==> config.mk <==
export PLATFORM = sky130hd
export DESIGN_NAME = micro_ucr_hash_minero_flat
export DESIGN_NICKNAME = d
export VERILOG_FILES = /design/src/rtl/micro_ucr_hash_pkg.sv /design/src/rtl/micro_ucr_hash_minero_if.sv /design/src/rtl/micro_ucr_hash_ronda.sv /design/src/rtl/micro_ucr_hash_minero.sv /design/src/flat_wrapper.sv
export SDC_FILE = /design/constraint.sdc
export NUM_CORES = 1
export LEC_CHECK = 0
export ABC_AREA = 1
export ABC_CLOCK_PERIOD_IN_PS = 3400
export CORE_UTILIZATION = 38
export DETAILED_ROUTE_END_ITERATION = 8
export GPL_TIMING_DRIVEN = 0
export HOLD_SLACK_MARGIN = 0.08
export PLACE_DENSITY_LB_ADDON = 0.3
export SKIP_LAST_GASP = 1
export SLEW_MARGIN = 20
export SYNTH_ARGS = -nofsm -noshare
export SYNTH_HDL_FRONTEND = slang
export SYNTH_SLANG_ARGS = --single-unit
==> constraint.sdc <==
create_clock -name clk -period 3.4 [get_ports clk]
set_input_delay 0.34 -clock clk [delete_from_list [all_inputs] [get_ports clk]]
set_output_delay 0.34 -clock clk [all_outputs]
set_load 0.1 [all_outputs]
==> src/rtl/micro_ucr_hash_pkg.sv <==
// micro_ucr_hash_pkg: hash constants, round geometry and search FSM states
// shared by the micro_ucr_hash miner and its round datapath.
package micro_ucr_hash_pkg;

    localparam logic [7:0] H0_INIT = 8'h01;
    localparam logic [7:0] H1_INIT = 8'h89;
    localparam logic [7:0] H2_INIT = 8'hFE;
    localparam logic [23:0] H_INIT = {H0_INIT, H1_INIT, H2_INIT};

    localparam logic [7:0] K0 = 8'h99;
    localparam logic [7:0] K1 = 8'hA1;

    localparam int ROUNDS    = 32;
    localparam int SPLIT     = 16;
    localparam int MSG_BYTES = 16;

    localparam logic [4:0] SPLIT_IDX  = 5'(SPLIT);
    localparam logic [4:0] LAST_ROUND = 5'(ROUNDS - 1);

    typedef enum logic [2:0] {
        ST_IDLE,
        ST_LOAD,
        ST_ROUND,
        ST_CHECK,
        ST_DONE,
        ST_EXHAUSTED
    } state_t;

    function automatic logic [7:0] rotl4(input logic [7:0] v);
        return {v[3:0], v[7:4]};
    endfunction

    function automatic logic [7:0] rotl2(input logic [7:0] v);
        return {v[5:0], v[7:6]};
    endfunction

endpackage

==> src/rtl/micro_ucr_hash_minero_if.sv <==
// micro_ucr_hash_minero_if: probador <-> miner bundle.
// master drives block/target/inicio, slave returns the result.
interface micro_ucr_hash_minero_if;

    logic         inicio;
    logic [95:0]  bloque_datos;
    logic [7:0]   target;
    logic [123:0] bounty;
    logic         terminado;
    logic         valido;

    modport master (
        output inicio,
        output bloque_datos,
        output target,
        input  bounty,
        input  terminado,
        input  valido
    );

    modport slave (
        input  inicio,
        input  bloque_datos,
        input  target,
        output bounty,
        output terminado,
        output valido
    );

endinterface

==> src/rtl/micro_ucr_hash_ronda.sv <==
// micro_ucr_hash_ronda: one combinational compression round.
// H is packed {H0, H1, H2}; idx selects the early/late round constants.
module micro_ucr_hash_ronda
    import micro_ucr_hash_pkg::*;
(
    input  logic [23:0] h_i,
    input  logic [7:0]  w_i,
    input  logic [4:0]  idx_i,
    output logic [23:0] h_o
);

    logic [7:0] h0;
    logic [7:0] h1;
    logic [7:0] h2;
    logic [7:0] k;
    logic [7:0] x;
    logic [7:0] a;

    // Mix the message byte into H0, shift the old state down one slot.
    always_comb begin
        h0 = h_i[23:16];
        h1 = h_i[15:8];
        h2 = h_i[7:0];
        if (idx_i <= SPLIT_IDX) begin
            k = K0;
            x = h1 ^ h2;
        end else begin
            k = K1;
            x = h0 ^ h2;
        end
        a   = rotl4(h2) + x + k + w_i;
        h_o = {a, rotl2(h0), h1};
    end

endmodule

==> src/rtl/micro_ucr_hash_minero.sv <==
// micro_ucr_hash_minero: sequential nonce search, 34 cycles per nonce.
// Build option MINERO_RESUME_EN: after a found result the next search resumes at nonce+1.
module micro_ucr_hash_minero
    import micro_ucr_hash_pkg::*;
#(
    parameter int NONCE_W = 28
) (
    input logic                    clk,
    input logic                    reset,
    micro_ucr_hash_minero_if.slave bus
);

    localparam logic [NONCE_W-1:0] NONCE_INC = {{(NONCE_W - 1){1'b0}}, 1'b1};

    state_t                     state_q;
    logic [NONCE_W-1:0]         nonce_q;
    logic [4:0]                 rcnt_q;
    logic [MSG_BYTES-1:0][7:0]  win_q;
    logic [23:0]                h_q;
    logic [123:0]               bounty_q;
    logic                       terminado_q;
    logic                       valido_q;

    logic [23:0]                h_d;
    logic [7:0]                 w_new_d;
    logic [8*MSG_BYTES-1:0]     msg_d;
    logic                       hit_d;
    logic                       last_d;

    assign w_new_d = win_q[13] | (win_q[7] ^ win_q[2]);
    assign msg_d   = {bus.bloque_datos, 32'(nonce_q)};
    assign hit_d   = (h_q[23:16] < bus.target) && (h_q[15:8] < bus.target);
    assign last_d  = &nonce_q;

    assign bus.bounty    = bounty_q;
    assign bus.terminado = terminado_q;
    assign bus.valido    = valido_q;

    micro_ucr_hash_ronda u_ronda (
        .h_i   (h_q),
        .w_i   (win_q[0]),
        .idx_i (rcnt_q),
        .h_o   (h_d)
    );

    // Search FSM: load, 32 rounds, check, then next nonce or a held result.
    always_ff @(posedge clk) begin
        if (reset) begin
            state_q     <= ST_IDLE;
            nonce_q     <= '0;
            rcnt_q      <= '0;
            win_q       <= '0;
            h_q         <= '0;
            bounty_q    <= '0;
            terminado_q <= 1'b0;
            valido_q    <= 1'b0;
        end else if (!bus.inicio && (state_q != ST_IDLE)) begin
            state_q     <= ST_IDLE;
            bounty_q    <= '0;
            terminado_q <= 1'b0;
            valido_q    <= 1'b0;
`ifdef MINERO_RESUME_EN
            if (state_q == ST_DONE) begin
                nonce_q <= nonce_q + NONCE_INC;
            end else begin
                nonce_q <= '0;
            end
`else
            nonce_q     <= '0;
`endif
        end else begin
            unique case (state_q)
                ST_IDLE: begin
                    if (bus.inicio) begin
                        state_q <= ST_LOAD;
                    end
                end
                ST_LOAD: begin
                    for (int j = 0; j < MSG_BYTES; j++) begin
                        win_q[j] <= msg_d[8*(MSG_BYTES-1-j) +: 8];
                    end
                    h_q     <= H_INIT;
                    rcnt_q  <= '0;
                    state_q <= ST_ROUND;
                end
                ST_ROUND: begin
                    h_q    <= h_d;
                    win_q  <= {w_new_d, win_q[MSG_BYTES-1:1]};
                    rcnt_q <= rcnt_q + 5'd1;
                    if (rcnt_q == LAST_ROUND) begin
                        state_q <= ST_CHECK;
                    end
                end
                ST_CHECK: begin
                    if (hit_d) begin
                        bounty_q    <= {bus.bloque_datos, 28'(nonce_q)};
                        terminado_q <= 1'b1;
                        valido_q    <= 1'b1;
                        state_q     <= ST_DONE;
                    end else if (last_d) begin
                        terminado_q <= 1'b1;
                        valido_q    <= 1'b0;
                        state_q     <= ST_EXHAUSTED;
                    end else begin
                        nonce_q <= nonce_q + NONCE_INC;
                        state_q <= ST_LOAD;
                    end
                end
                ST_DONE, ST_EXHAUSTED: begin
                    state_q <= state_q;
                end
                default: begin
                    state_q <= ST_IDLE;
                end
            endcase
        end
    end

endmodule

==> src/flat_wrapper.sv <==
// flat-port wrapper written by rule: the top's interface ports become plain ports
module micro_ucr_hash_minero_flat import micro_ucr_hash_pkg::*;
#(
    parameter int NONCE_W = 28
)
  (clk, reset, bus_inicio, bus_bloque_datos, bus_target, bus_bounty, bus_terminado, bus_valido);
  micro_ucr_hash_minero_if bus_i ();
  input logic clk;
  input logic reset;
  input wire logic [$bits(bus_i.inicio)-1:0] bus_inicio;
  input wire logic [$bits(bus_i.bloque_datos)-1:0] bus_bloque_datos;
  input wire logic [$bits(bus_i.target)-1:0] bus_target;
  output wire logic [$bits(bus_i.bounty)-1:0] bus_bounty;
  output wire logic [$bits(bus_i.terminado)-1:0] bus_terminado;
  output wire logic [$bits(bus_i.valido)-1:0] bus_valido;
  assign bus_i.inicio = bus_inicio;
  assign bus_i.bloque_datos = bus_bloque_datos;
  assign bus_i.target = bus_target;
  assign bus_bounty = bus_i.bounty;
  assign bus_terminado = bus_i.terminado;
  assign bus_valido = bus_i.valido;
  micro_ucr_hash_minero #(.NONCE_W(NONCE_W)) u_core (.clk(clk), .reset(reset), .bus(bus_i));
endmodule
==> parameters.txt <==
Parameter                              Value

Floorplan
  Die Y ... approximately 190 µm
  Initial Util ... approximately two fifths
  Floorplan die width ... 193 µm
  Total die area ... 37300 µm²
  Count of boundary I/O pins ... around 230
  Core region area ... ~36000 µm²
  # rows ... 69

Yosys
  Syn_nets ... roughly 2000
  Unique masters post-synth ... 37
  Number of storage elements in the synthesis netlist ... 314
  FFs w/ async S/R, synth ... 0%
  Cell accounting for the most synthesized area ... sky130_fd_sc_hd__dfxtp_1
  Number of enable flip-flop cells after synthesis ... 0
  Post-Syn Area per Cell ... about 7.3 µm²
  Main combinational cell family by area after synthesis ... simple AND/OR/NAND/NOR gates
  Most used DFF post-synth ... sky130_fd_sc_hd__dfxtp_1
  Mapped cell area ... between 10000 and 15000 µm²
  Most numerous cell types in the synthesized netlist ... sky130_fd_sc_hd__nand2_1, sky130_fd_sc_hd__dfxtp_1, sky130_fd_sc_hd__nor2_1
  Mux cell area share after synthesis ... 0%
  Share of the synthesized netlist area taken by xor and xnor gates ... 2.08%
  Synth area leaders ... sky130_fd_sc_hd__dfxtp_1, sky130_fd_sc_hd__nand2_1, sky130_fd_sc_hd__nor2_1, sky130_fd_sc_hd__o21ai_0, sky130_fd_sc_hd__a31oi_1
  Synthesized-area fraction occupied by ao, oa, aoi and oai cells ... 17.9%
  Area share of the largest cell type after synthesis ... 45.2%
  Adder and majority cell fraction of the synthesized area ... about 3.9%
  Simple-gate share of the synthesized area ... approximately a quarter
  Most common cell in the netlist ... sky130_fd_sc_hd__nand2_1
  Sequential-to-total area share from yosys stat ... 45.2%
  Yosys synthesis warning count ... 0
  Cells after Synth ... between 1500 and 2000

Critical path
  Arrival time of the worst setup path ... 3740 ps
  Data required time of the critical path ... 3830 ps
  Cell with the most instances on the worst path ... sky130_fd_sc_hd__nand2_1
  Critical Path Sink ... u_core.h_q[22]
  Reg-to-reg endpoint ... u_core.h_q[22]
  Startpoint of the most critical setup path ... u_core.rcnt_q[1]
  Setup slack of the most critical reg-to-reg path ... ~85 ps
  Worst-path maximum fanout ... 5
  Worst Reg2Reg Path Length in Cells ... 21
  Classification of the worst setup path ... flop to flop
  Slowest-stage cell, CP ... sky130_fd_sc_hd__fa_1
  Startpoint of the lowest-slack register-to-register path ... u_core.rcnt_q[1]
  Startpoint Class ... flop
  List of cells traversed by the critical path ... inv_1, ha_4, nand3_4, nand2_4, o21ai_1, xor2_1, or2_4, nand2_1, inv_2, ha_4, fa_1, ha_4, a21oi_2, nand2_1, nand2_1, nand2_1, a21oi_2, nor2_1, nor2_1, nand2_1, a21oi_2
  Kind of capture point of the worst setup path ... flop
  Crit path largest cell delay ... approximately 540 ps

Global route
  GRT Resource Usage Total ... approximately a quarter
  Total global routing overflow ... 0
  Pin count of the biggest net entering global routing ... 13
  Wire length of the first global-routing pass ... approximately 75000 µm
  Number of global-route vias before repair ... roughly 14000
  Initial antenna violation count ... 2

Routing
  WL/cell ... approximately 18 µm
  First drt pass iteration count ... 7
  Total length of routed wires ... 48300 µm
  DRC ... 11
  DR vias ... between 10000 and 15000
  Iter 0 DRT Violations ... about 1200
  Detail-routed via count per cell ... between 5 and 6
  Antenna viol nets, final ... 0

Clock tree
  Clock Latency Late Sink ... approximately 520 ps
  Clock Sink Count ... approximately 310
  Clock slew seen by the registers of the worst setup and hold paths ... 60 ps
  Clock buffer count from CTS ... 36
  Clock buffer depth ... 3
  Maximum level of the CTS H-tree ... 2
  Cell chosen for the clock root ... sky130_fd_sc_hd__clkbuf_16
  Clock tree from TritonCTS ... yes

Placed design
  Post-Place Setup Slack ... -283 ps
  Count of input and output buffers ... around 230
  Final weighted congestion in routability-driven placement ... 0.951
  Placed wire-length estimate after detailed placement ... 35800 µm

STA
  Post-layout minimum cycle time ... between 3000 and 4000 ps
  Period Utilization, post-route ... a little over nine tenths
  Max Clock Skew ... between 20 and 30 ps
  Normalized max-slew margin ... a little over a quarter
  Count of endpoints failing hold in the final timing report ... 0
  Pins Over Slew Limit ... 0
  Max Clock Freq ... 302 MHz
  Total setup violations reported at the end of the flow ... 0
  Worst Tran Pin Value ... around 1100 ps
  Least setup slack across all paths after layout ... roughly 85 ps

Layout
  Layout overhead on the synthesized area ... 30.3%
  Layout fillers ... approximately 3500
  Nets ... 2313
  Sequential cell area in the final layout ... about 6300 µm²
  Area of the multi-input gates ... 6820 µm²
  Proportion of layout cells with a drive suffix above 1 ... 7.26%

Min path
  Hold Path Stages ... 2
  Classification of the worst-slack hold path ... primary input to flop

Power
  Power density over the cells ... between 700 and 800 nW/µm²
  Total power of the final layout ... 14.4 mW
  Peak supply drop ... about 380 µV
  Static leakage power ... ~7.3 nW

Job
  Max-capacitance violation count ... 0

Outcome
  Outcome ... finished, violations left
  Violated checks ... design-rule violations
## report_power, final
group          switching [mW]  leakage [nW]  internal, mW  total, mW
registers               0.503          2.55          4.37       4.87
clock network            1.55         0.556          2.23       3.77
logic                    4.00          4.20          1.80       5.80
total                    6.05          7.31          8.40       14.4
## cell families (layout without fill, tap and decap cells)
logic type                 count (synthesis)  in the layout
adders and majority gates                 39             39
xor gates and xnor gates                  33             33
DFF                                      314            314
other                                      0              2
and+or+nand+nor                          839            840
buffers and inverters                    208            506
AOI/OAI and AO/OA                        458            458
## how the worst min path moves through the flow
stage | startpoint | endpoint | slack, ps
after detailed placement | u_core.bus.terminado | u_core.bus.terminado | 450
final | reset | u_core.state_q[1] | 400
after floorplan | u_core.win_q[100] | u_core.win_q[100] | 440
after global placement | u_core.bus.terminado | u_core.bus.terminado | 440
after global routing | reset | u_core.state_q[1] | 460
after CTS | reset | u_core.state_q[1] | 350
## critical path: cells and delay by family, from the launching register on
kind,cells,cell delay (ps)
compound gates,4,520
xor+xnor,1,290
fa+ha+maj,4,1110
buf+inv,2,140
flops,1,340
simple gates,10,840
## through the flow
stage	util (%)	TNS (ps)	instances	hold slack, ps	instance area, µm²
global placement	47.0	-638	2583	441	16800
floorplan	-	0	1891	441	13900
finish	50.7	0	2653	401	18100
global route	50.7	-54.1	2653	457	18100
detailed placement	47.0	-912	2583	446	16800
CTS	50.3	-6.76	2644	353	18000
## state kept, by name, summed over array words and instances, names as in the netlist
| register | cells |
|---|---|
| u_core.nonce_q | 28 |
| u_core.rcnt_q | 5 |
| u_core.h_q | 24 |
| u_core.win_q | 128 |
| u_core.bus.valido | 1 |
| u_core.bus.terminado | 1 |
| u_core.state_q | 3 |
| u_core.bus.bounty | 124 |
## routing by layer
metal	up-vias	GRT usage [%]	part of all wire, %
met5	-	0	0
met4	0	9.60	3.5
met3	92	4.86	7.8
met2	575	39.8	44
met1	6626	33.5	44
li1	6813	-	-
## what timing repair did
item                                    CTS  global route
resized for setup                        11            23
setup buffers                             0             5
hold buffers                              0             0
endpoints found under the setup margin    6             6
pin swaps                                 4            14
gates cloned                              0             2
## cell type report
type,count,area share (%)
clock buffers,54,5.84
clock inverters,7,0.428
diodes,2,0.0276
repair buffers,237,13.0
plain buffers,127,3.45
well taps,461,3.19
inverters,81,1.68
multi-input cells,1370,37.7
flip-flops and latches,314,34.7
## cells in the final DEF, fill, tap and decap left out, types with 4 or more instances in the layout
cell,Yosys,layout
sky130_fd_sc_hd__a21oi_1,70,67
sky130_fd_sc_hd__a21oi_2,1,4
sky130_fd_sc_hd__a221oi_1,5,5
sky130_fd_sc_hd__a31oi_1,122,122
sky130_fd_sc_hd__buf_2,30,30
sky130_fd_sc_hd__buf_4,8,13
sky130_fd_sc_hd__buf_6,10,11
sky130_fd_sc_hd__clkbuf_1,78,87
sky130_fd_sc_hd__clkbuf_16,0,36
sky130_fd_sc_hd__clkbuf_8,0,9
sky130_fd_sc_hd__clkdlybuf4s50_1,0,231
sky130_fd_sc_hd__dfxtp_1,314,312
sky130_fd_sc_hd__fa_1,7,6
sky130_fd_sc_hd__ha_1,32,27
sky130_fd_sc_hd__ha_4,0,5
sky130_fd_sc_hd__inv_1,72,68
sky130_fd_sc_hd__inv_2,9,13
sky130_fd_sc_hd__nand2_1,456,454
sky130_fd_sc_hd__nand2_2,4,6
sky130_fd_sc_hd__nand3_1,14,12
sky130_fd_sc_hd__nand3b_1,12,12
sky130_fd_sc_hd__nand4_1,29,29
sky130_fd_sc_hd__nor2_1,308,308
sky130_fd_sc_hd__o21ai_0,230,226
sky130_fd_sc_hd__o21ai_1,23,24
sky130_fd_sc_hd__or2_2,6,4
sky130_fd_sc_hd__xnor2_1,9,9
sky130_fd_sc_hd__xor2_1,24,23
Note: power is estimated with default switching activity, not from simulation.
==> variant 1 (same settings) <==
Encoding of `state_t`: now one-hot (6 bits for 6 states).
--- a/src/rtl/micro_ucr_hash_pkg.sv
+++ b/src/rtl/micro_ucr_hash_pkg.sv
@@ -17,13 +17,13 @@
     localparam logic [4:0] SPLIT_IDX  = 5'(SPLIT);
     localparam logic [4:0] LAST_ROUND = 5'(ROUNDS - 1);
 
-    typedef enum logic [2:0] {
-        ST_IDLE,
-        ST_LOAD,
-        ST_ROUND,
-        ST_CHECK,
-        ST_DONE,
-        ST_EXHAUSTED
+    typedef enum logic [5:0] {
+        ST_IDLE      = 6'b000001,
+        ST_LOAD      = 6'b000010,
+        ST_ROUND     = 6'b000100,
+        ST_CHECK     = 6'b001000,
+        ST_DONE      = 6'b010000,
+        ST_EXHAUSTED = 6'b100000
     } state_t;
 
     function automatic logic [7:0] rotl4(input logic [7:0] v);
Formal check against the unedited RTL: same outputs for any inputs over 4 cycles, from zero or initial values and one cycle with reset high; so few cycles prove little.
==> variant 1 against the unedited design <==
- worst setup slack lost 0.030 ns
- wire length shrank 2.5%
- sequential cell count grew 3
- synthesized area grew 0.53%
- cell area grew 0.86%
- non-clock buffer count grew 5
- global-route usage shrank 0.83 points
Power is not compared: it rests on default switching activity, and its combinational part moved more than twofold at a synthesized area within 25%.
==> variant 1: results (changes against the unedited design) <==
** Outcome
- The run finished with clean final reports.

** Final layout
- Share of layout cells above drive strength 1 :: 8.152% (+0.89 points)
- Fillers :: 3510 (+0.31%)
- The number of nets in the layout came to 2334 (+0.91%).
- Fraction of area in multi-input gates :: 37.94% (+0.28 points)
- The antenna diode instance count was 2 (unchanged).
- Share of final layout cell area taken by clock buffers and inverters :: 6.124% (-0.15 points)
- Non-clock buffer instance count of the final layout :: 369 (+1.4%)
- Multi-input combinational cell count :: 1378 (+0.58%)

** Global routing
- First-pass GRT wire length :: 72590 µm (-2.9%)
- The met2 track utilization from global routing was 39.36% (-0.45 points).
- The global-route usage over all layers was 24.22% (-0.83 points).
- The met3 track demand over resource came to 4.575% (-0.29 points).
- The number of global-route vias before repair is 13350 (-1.2%).
- Largest net degree at the start of global routing :: 15 (+2)
- The number of antenna violations at the first check in global routing was 1 (-1).
- Met1 capacity usage during global routing :: 32.28% (-1.2 points)

** Logic synthesis
- Number of warnings reported in the yosys synthesis log :: 0 (unchanged)
- The sequential element share of the synthesized area is 45.43% (+0.19 points).
- Compound-cell area share of the yosys netlist :: 17.65% (-0.22 points)
- The XOR/XNOR share of the synthesized area came to 2.069% (-0.011 points).
- Syn nets :: 2058 (+1.0%)
- By area the synthesized netlist is led by sky130_fd_sc_hd__dfxtp_1 (45%), sky130_fd_sc_hd__nand2_1 (12%), sky130_fd_sc_hd__nor2_1 (8.2%).
- Number of different library cells in the post-synthesis netlist :: 34 (-8.1%)
- Post-synthesis share of cell area spent on full adders, half adders and majority gates :: 3.870% (-0.021 points)

** Placed design
- The half-perimeter wire length of the detailed placement result came to 35070 µm (-1.9%).
- Routability Congestion :: 0.9073 (-4.6%)

** Setup path
- Worst Reg-to-Reg Cells :: 22 (+4.8%)
- The largest stage delay on the critical path came to 0.44 ns (-0.10 ns).
- Critical path origin :: u_core.rcnt_q[0]$_SDFFE_PP0P_
- The maximum fanout along the worst path was 7 (+2).

** Detailed routing
- Routed length on met1 :: 20420 µm (-4.6%)
- Routed length per placed instance :: 17.63 µm (-3.2%)
- Drt pass-1 iters :: 6 (-1)
- Met3 routed wirelength :: 4069 µm (+7.8%)
- The total DRC errors in the routed layout is 0 (-11).
- The count of routing violations after the opening detailed-route iteration came to 1324 (+9.8%).
- Routed met2 length :: 21260 µm (-0.77%)
- Routed vias :: 14140 (+0.23%)

** Timing
- Final worst clock skew :: 0.01156 ns (-0.01635 ns)
- The actual slew at the worst max-slew pin was 1.084 ns (-0.005725 ns).

** CTS
- The buffer count from post-CTS setup fixing came to 6 (+6).
- The maximum root-to-sink buffer count was 3 (unchanged).
- TritonCTS Sinks :: 317 (+0.96%)
- CTS buffer count :: 35 (-2.8%)

** Power and ir drop
- The analysis attributes to cell leakage a power of 0.006816 µW.
==> variant 1: through the flow <==
| stage | std cells | total power [µW] | area, µm² | TNS [ns] | setup slack, ns |
|---|---|---|---|---|---|
| global route | 2669 | 9753 | 18260 | -0.2341 | -0.1307 |
| CTS | 2667 | 9328 | 18120 | 0 | 0.001163 |
| finish | 2671 | 9373 | 18270 | 0 | 0.05457 |
| detailed placement | 2604 | 5563 | 16860 | -1.425 | -0.4219 |
| global placement | 2604 | 5531 | 16860 | -1.105 | -0.3847 |
| floorplan | 1912 | 5045 | 13970 | 0 | 0.05159 |
==> variant 1: final timing paths <==
| kind | slack [ns] | to |
|---|---|---|
| setup / recovery | 0.05 | u_core.h_q[23]$_SDFFE_PP0P_ |
| hold / removal | 0.42 | u_core.h_q[2]$_SDFFE_PP0P_ |
| setup reg to reg | 0.05 | u_core.h_q[23]$_SDFFE_PP0P_ |
| hold reg to reg | 0.45 | u_core.bus.terminado$_SDFFE_PP0P_ |
==> variant 2 (same flow settings) <==
Made on the original files. `NONCE_W` is set to 28 in 2 places; all go to 42.
--- a/src/rtl/micro_ucr_hash_minero.sv
+++ b/src/rtl/micro_ucr_hash_minero.sv
@@ -3,7 +3,7 @@
 module micro_ucr_hash_minero
     import micro_ucr_hash_pkg::*;
 #(
-    parameter int NONCE_W = 28
+    parameter int NONCE_W = 42
 ) (
     input logic                    clk,
     input logic                    reset,
--- a/src/flat_wrapper.sv
+++ b/src/flat_wrapper.sv
@@ -1,7 +1,7 @@
 // flat-port wrapper written by rule: the top's interface ports become plain ports
 module micro_ucr_hash_minero_flat import micro_ucr_hash_pkg::*;
 #(
-    parameter int NONCE_W = 28
+    parameter int NONCE_W = 42
 )
   (clk, reset, bus_inicio, bus_bloque_datos, bus_target, bus_bounty, bus_terminado, bus_valido);
   micro_ucr_hash_minero_if bus_i ();
Behaviour: no difference found for any inputs over 4 cycles, from zero or initial values and one cycle with reset high; that may be too few to reach the edited logic, so the function may still have changed.
==> variant 2 against the unedited design <==
- total power increased by 0.18%
- cell count rose by 10%
- largest cell class unchanged
- worst setup slack lost 0.025 ns
- largest power group unchanged
- sequential cell count increased by 14
- synthesized area grew 8.9%
- wire length is 12% higher
- synthesized cell count is 10% higher
- cell area grew 8.3%
==> variant 2: results (changes against the unedited design) <==
** Placed design
- # placed instances :: 2837 (+9.8%)
- The worst slack after detailed placement was -0.4075 ns (-0.1246 ns).
- Detailed placer's ending HPWL :: 40640 µm (+14%)
- The instance area after placement is 18080 µm² (+7.8%).
- Routability Congestion :: 0.8977 (-5.6%)

** Detailed routing
- The detailed-routed wire length on met3 came to 4149 µm (+9.9%).
- The routed length on met1 is 23810 µm (+11%).
- The count of routing violations after the opening detailed-route iteration came to 1297 (+7.5%).
- The iteration count of the initial detailed-routing pass came to 5 (-2).
- Routed met2 length :: 24820 µm (+16%)
- The total DRC errors in the routed layout is 0 (-11).
- Post-Route WL :: 54160 µm (+12%)
- The number of vias in the routed layout was 15750 (+12%).

** Final layout
- The antenna diode instance count came to 0 (-2).
- Layout overhead on the synthesized area :: 29.71%
- Non-clock buffer instance count of the final layout :: 394 (+8.2%)
- The number of clock buffer instances in the layout came to 57 (+5.6%).
- Multi-input combinational cell count :: 1520 (+11%)
- The area of the multi-input gates is 7745 µm² (+14%).
- Filler-free cell count of the finished design :: 2918 (+10%)
- Fillers :: 3833 (+9.5%)
- The layout inverter count without the clock tree is 88 (+8.6%).
- Share of final layout cell area taken by clock buffers and inverters :: 6.372% (+0.098 points)
- The number of flip-flops and latches came to 328 (+4.5%).

** Setup path
- The startpoint identified for the worst register-to-register timing path is u_core.rcnt_q[0]$_SDFFE_PP0P_.
- Worst Reg-to-Reg Cells :: 20 (-4.8%)
- Biggest fanout along the worst timing path :: 8 (+3)
- FF-to-FF End :: u_core.h_q[23]$_SDFFE_PP0P_
- The largest stage delay on the critical path came to 0.45 ns (-0.09 ns).

** Timing
- The actual slew at the worst max-slew pin was 1.080 ns (-0.009731 ns).
- Final worst clock skew :: 0.01312 ns (-0.01480 ns)
- The smallest hold slack was 0.3059 ns (-0.09498 ns).

** Global routing
- The number of global-route vias before repair is 15250 (+13%).
- Initial antenna violation count :: 0 (-2)
- The largest net degree at the start of global routing was 14 (+1).
- Routing usage on met2 :: 42.06% (+2.2 points)
- The first-pass GRT wire length was 84010 µm (+12%).
- Met3 layer usage reported by global route :: 4.130% (-0.73 points)
- GRT Overall Usage :: 25.97% (+0.92 points)
- The global-route met1 utilization is 35.44% (+1.9 points).

** Logic synthesis
- Sorting the synthesized cells by how often they occur yields sky130_fd_sc_hd__nand2_1 (653), sky130_fd_sc_hd__dfxtp_1 (328), sky130_fd_sc_hd__a21oi_1 (205).
- The XOR/XNOR share of the synthesized area is 2.201% (+0.12 points).
- Compound-cell area share of the yosys netlist :: 16.91% (-0.97 points)
- Cell types with the largest area share after synthesis :: sky130_fd_sc_hd__dfxtp_1 (43%), sky130_fd_sc_hd__nand2_1 (16%), sky130_fd_sc_hd__a21oi_1 (6.8%)
- The average cell area after synthesis came to 7.244 µm² (-1.4%).
- The area share of fa/ha/maj cells after synthesis came to 3.574% (-0.32 points).

** Die
- Row cnt :: 72 (+4.3%)

** Power and ir drop
- Max VDD drop :: 448.7 µV (+17%)

** CTS
- CTS buffer count :: 39 (+8.3%)
- The count of instances resized after the clock tree is built is 16 (+5).

** Outcome
- Run status :: completed
==> variant 2: cell types whose count changed in the layout (fill, tap and decap cells not counted), sizes merged, moves of 6 or more <==
cell and delta:
buf +21, clkinv +7, nor2 -225, o21ai -127, nand2 +196, dfxtp +14, inv +6, nand3b +8
nand3 +141, clkbuf +12, nand4 +11, a21oi +134
==> variant 2: kinds of logic after synthesis <==
| group | Yosys count |
|---|---|
| flip-flops | 328 |
| XOR/XNOR | 38 |
| buffers and inverters | 240 |
| AO/OA/AOI/OAI | 471 |
| AND/OR/NAND/NOR | 972 |
| adder cells (fa/ha/maj) | 39 |
==> variant 2: power by group through the flow <==
stage          registers [µW]  logic, µW  clock network [µW]
2_1_floorplan            5210       3110                   0
3_3_place_gp             4950       4850                   0
3_5_place_dp             4950       4970                   0
4_1_cts                  4880       5140                4120
5_1_grt                  4970       6010                4290
6_report                 4920       5480                4070
==> variant 2: worst register-to-register path: stages (launching register included) <==
cell	delay, ns
sky130_fd_sc_hd__dfxtp_2	0.33
sky130_fd_sc_hd__inv_2	0.08
sky130_fd_sc_hd__ha_4	0.14
sky130_fd_sc_hd__nand3_4	0.10
sky130_fd_sc_hd__nand2_8	0.12
sky130_fd_sc_hd__buf_6	0.15
sky130_fd_sc_hd__nand2_2	0.07
sky130_fd_sc_hd__o21ai_4	0.07
sky130_fd_sc_hd__xor2_2	0.17
sky130_fd_sc_hd__fa_1	0.45
sky130_fd_sc_hd__ha_1	0.31
sky130_fd_sc_hd__ha_2	0.19
sky130_fd_sc_hd__inv_2	0.04
sky130_fd_sc_hd__fa_2	0.37
sky130_fd_sc_hd__inv_2	0.09
sky130_fd_sc_hd__nand4_1	0.12
sky130_fd_sc_hd__nand3_2	0.14
sky130_fd_sc_hd__inv_1	0.05
sky130_fd_sc_hd__nand2_1	0.06
sky130_fd_sc_hd__nand3_2	0.07
sky130_fd_sc_hd__a21oi_2	0.15
==> variant 2: worst max-delay path by stage <==
stage	startpoint	end	slack [ns]	depth (start not counted)
after detailed placement	u_core.rcnt_q[0]$_SDFFE_PP0P_	u_core.h_q[22]$_SDFFE_PP0P_	-0.41	21
after global placement	u_core.rcnt_q[1]$_SDFFE_PP0P_	u_core.h_q[22]$_SDFFE_PP0P_	-0.32	21
after global routing	u_core.rcnt_q[0]$_SDFFE_PP0P_	u_core.h_q[21]$_SDFFE_PP0P_	-0.06	22
after CTS	u_core.rcnt_q[1]$_SDFFE_PP0P_	u_core.h_q[21]$_SDFFE_PP0P_	0.02	21
final	u_core.rcnt_q[0]$_SDFFE_PP0P_	u_core.h_q[23]$_SDFFE_PP0P_	0.06	20
after floorplan	u_core.rcnt_q[1]$_SDFFE_PP0P_	u_core.h_q[22]$_SDFFE_PP0P_	0.1	22
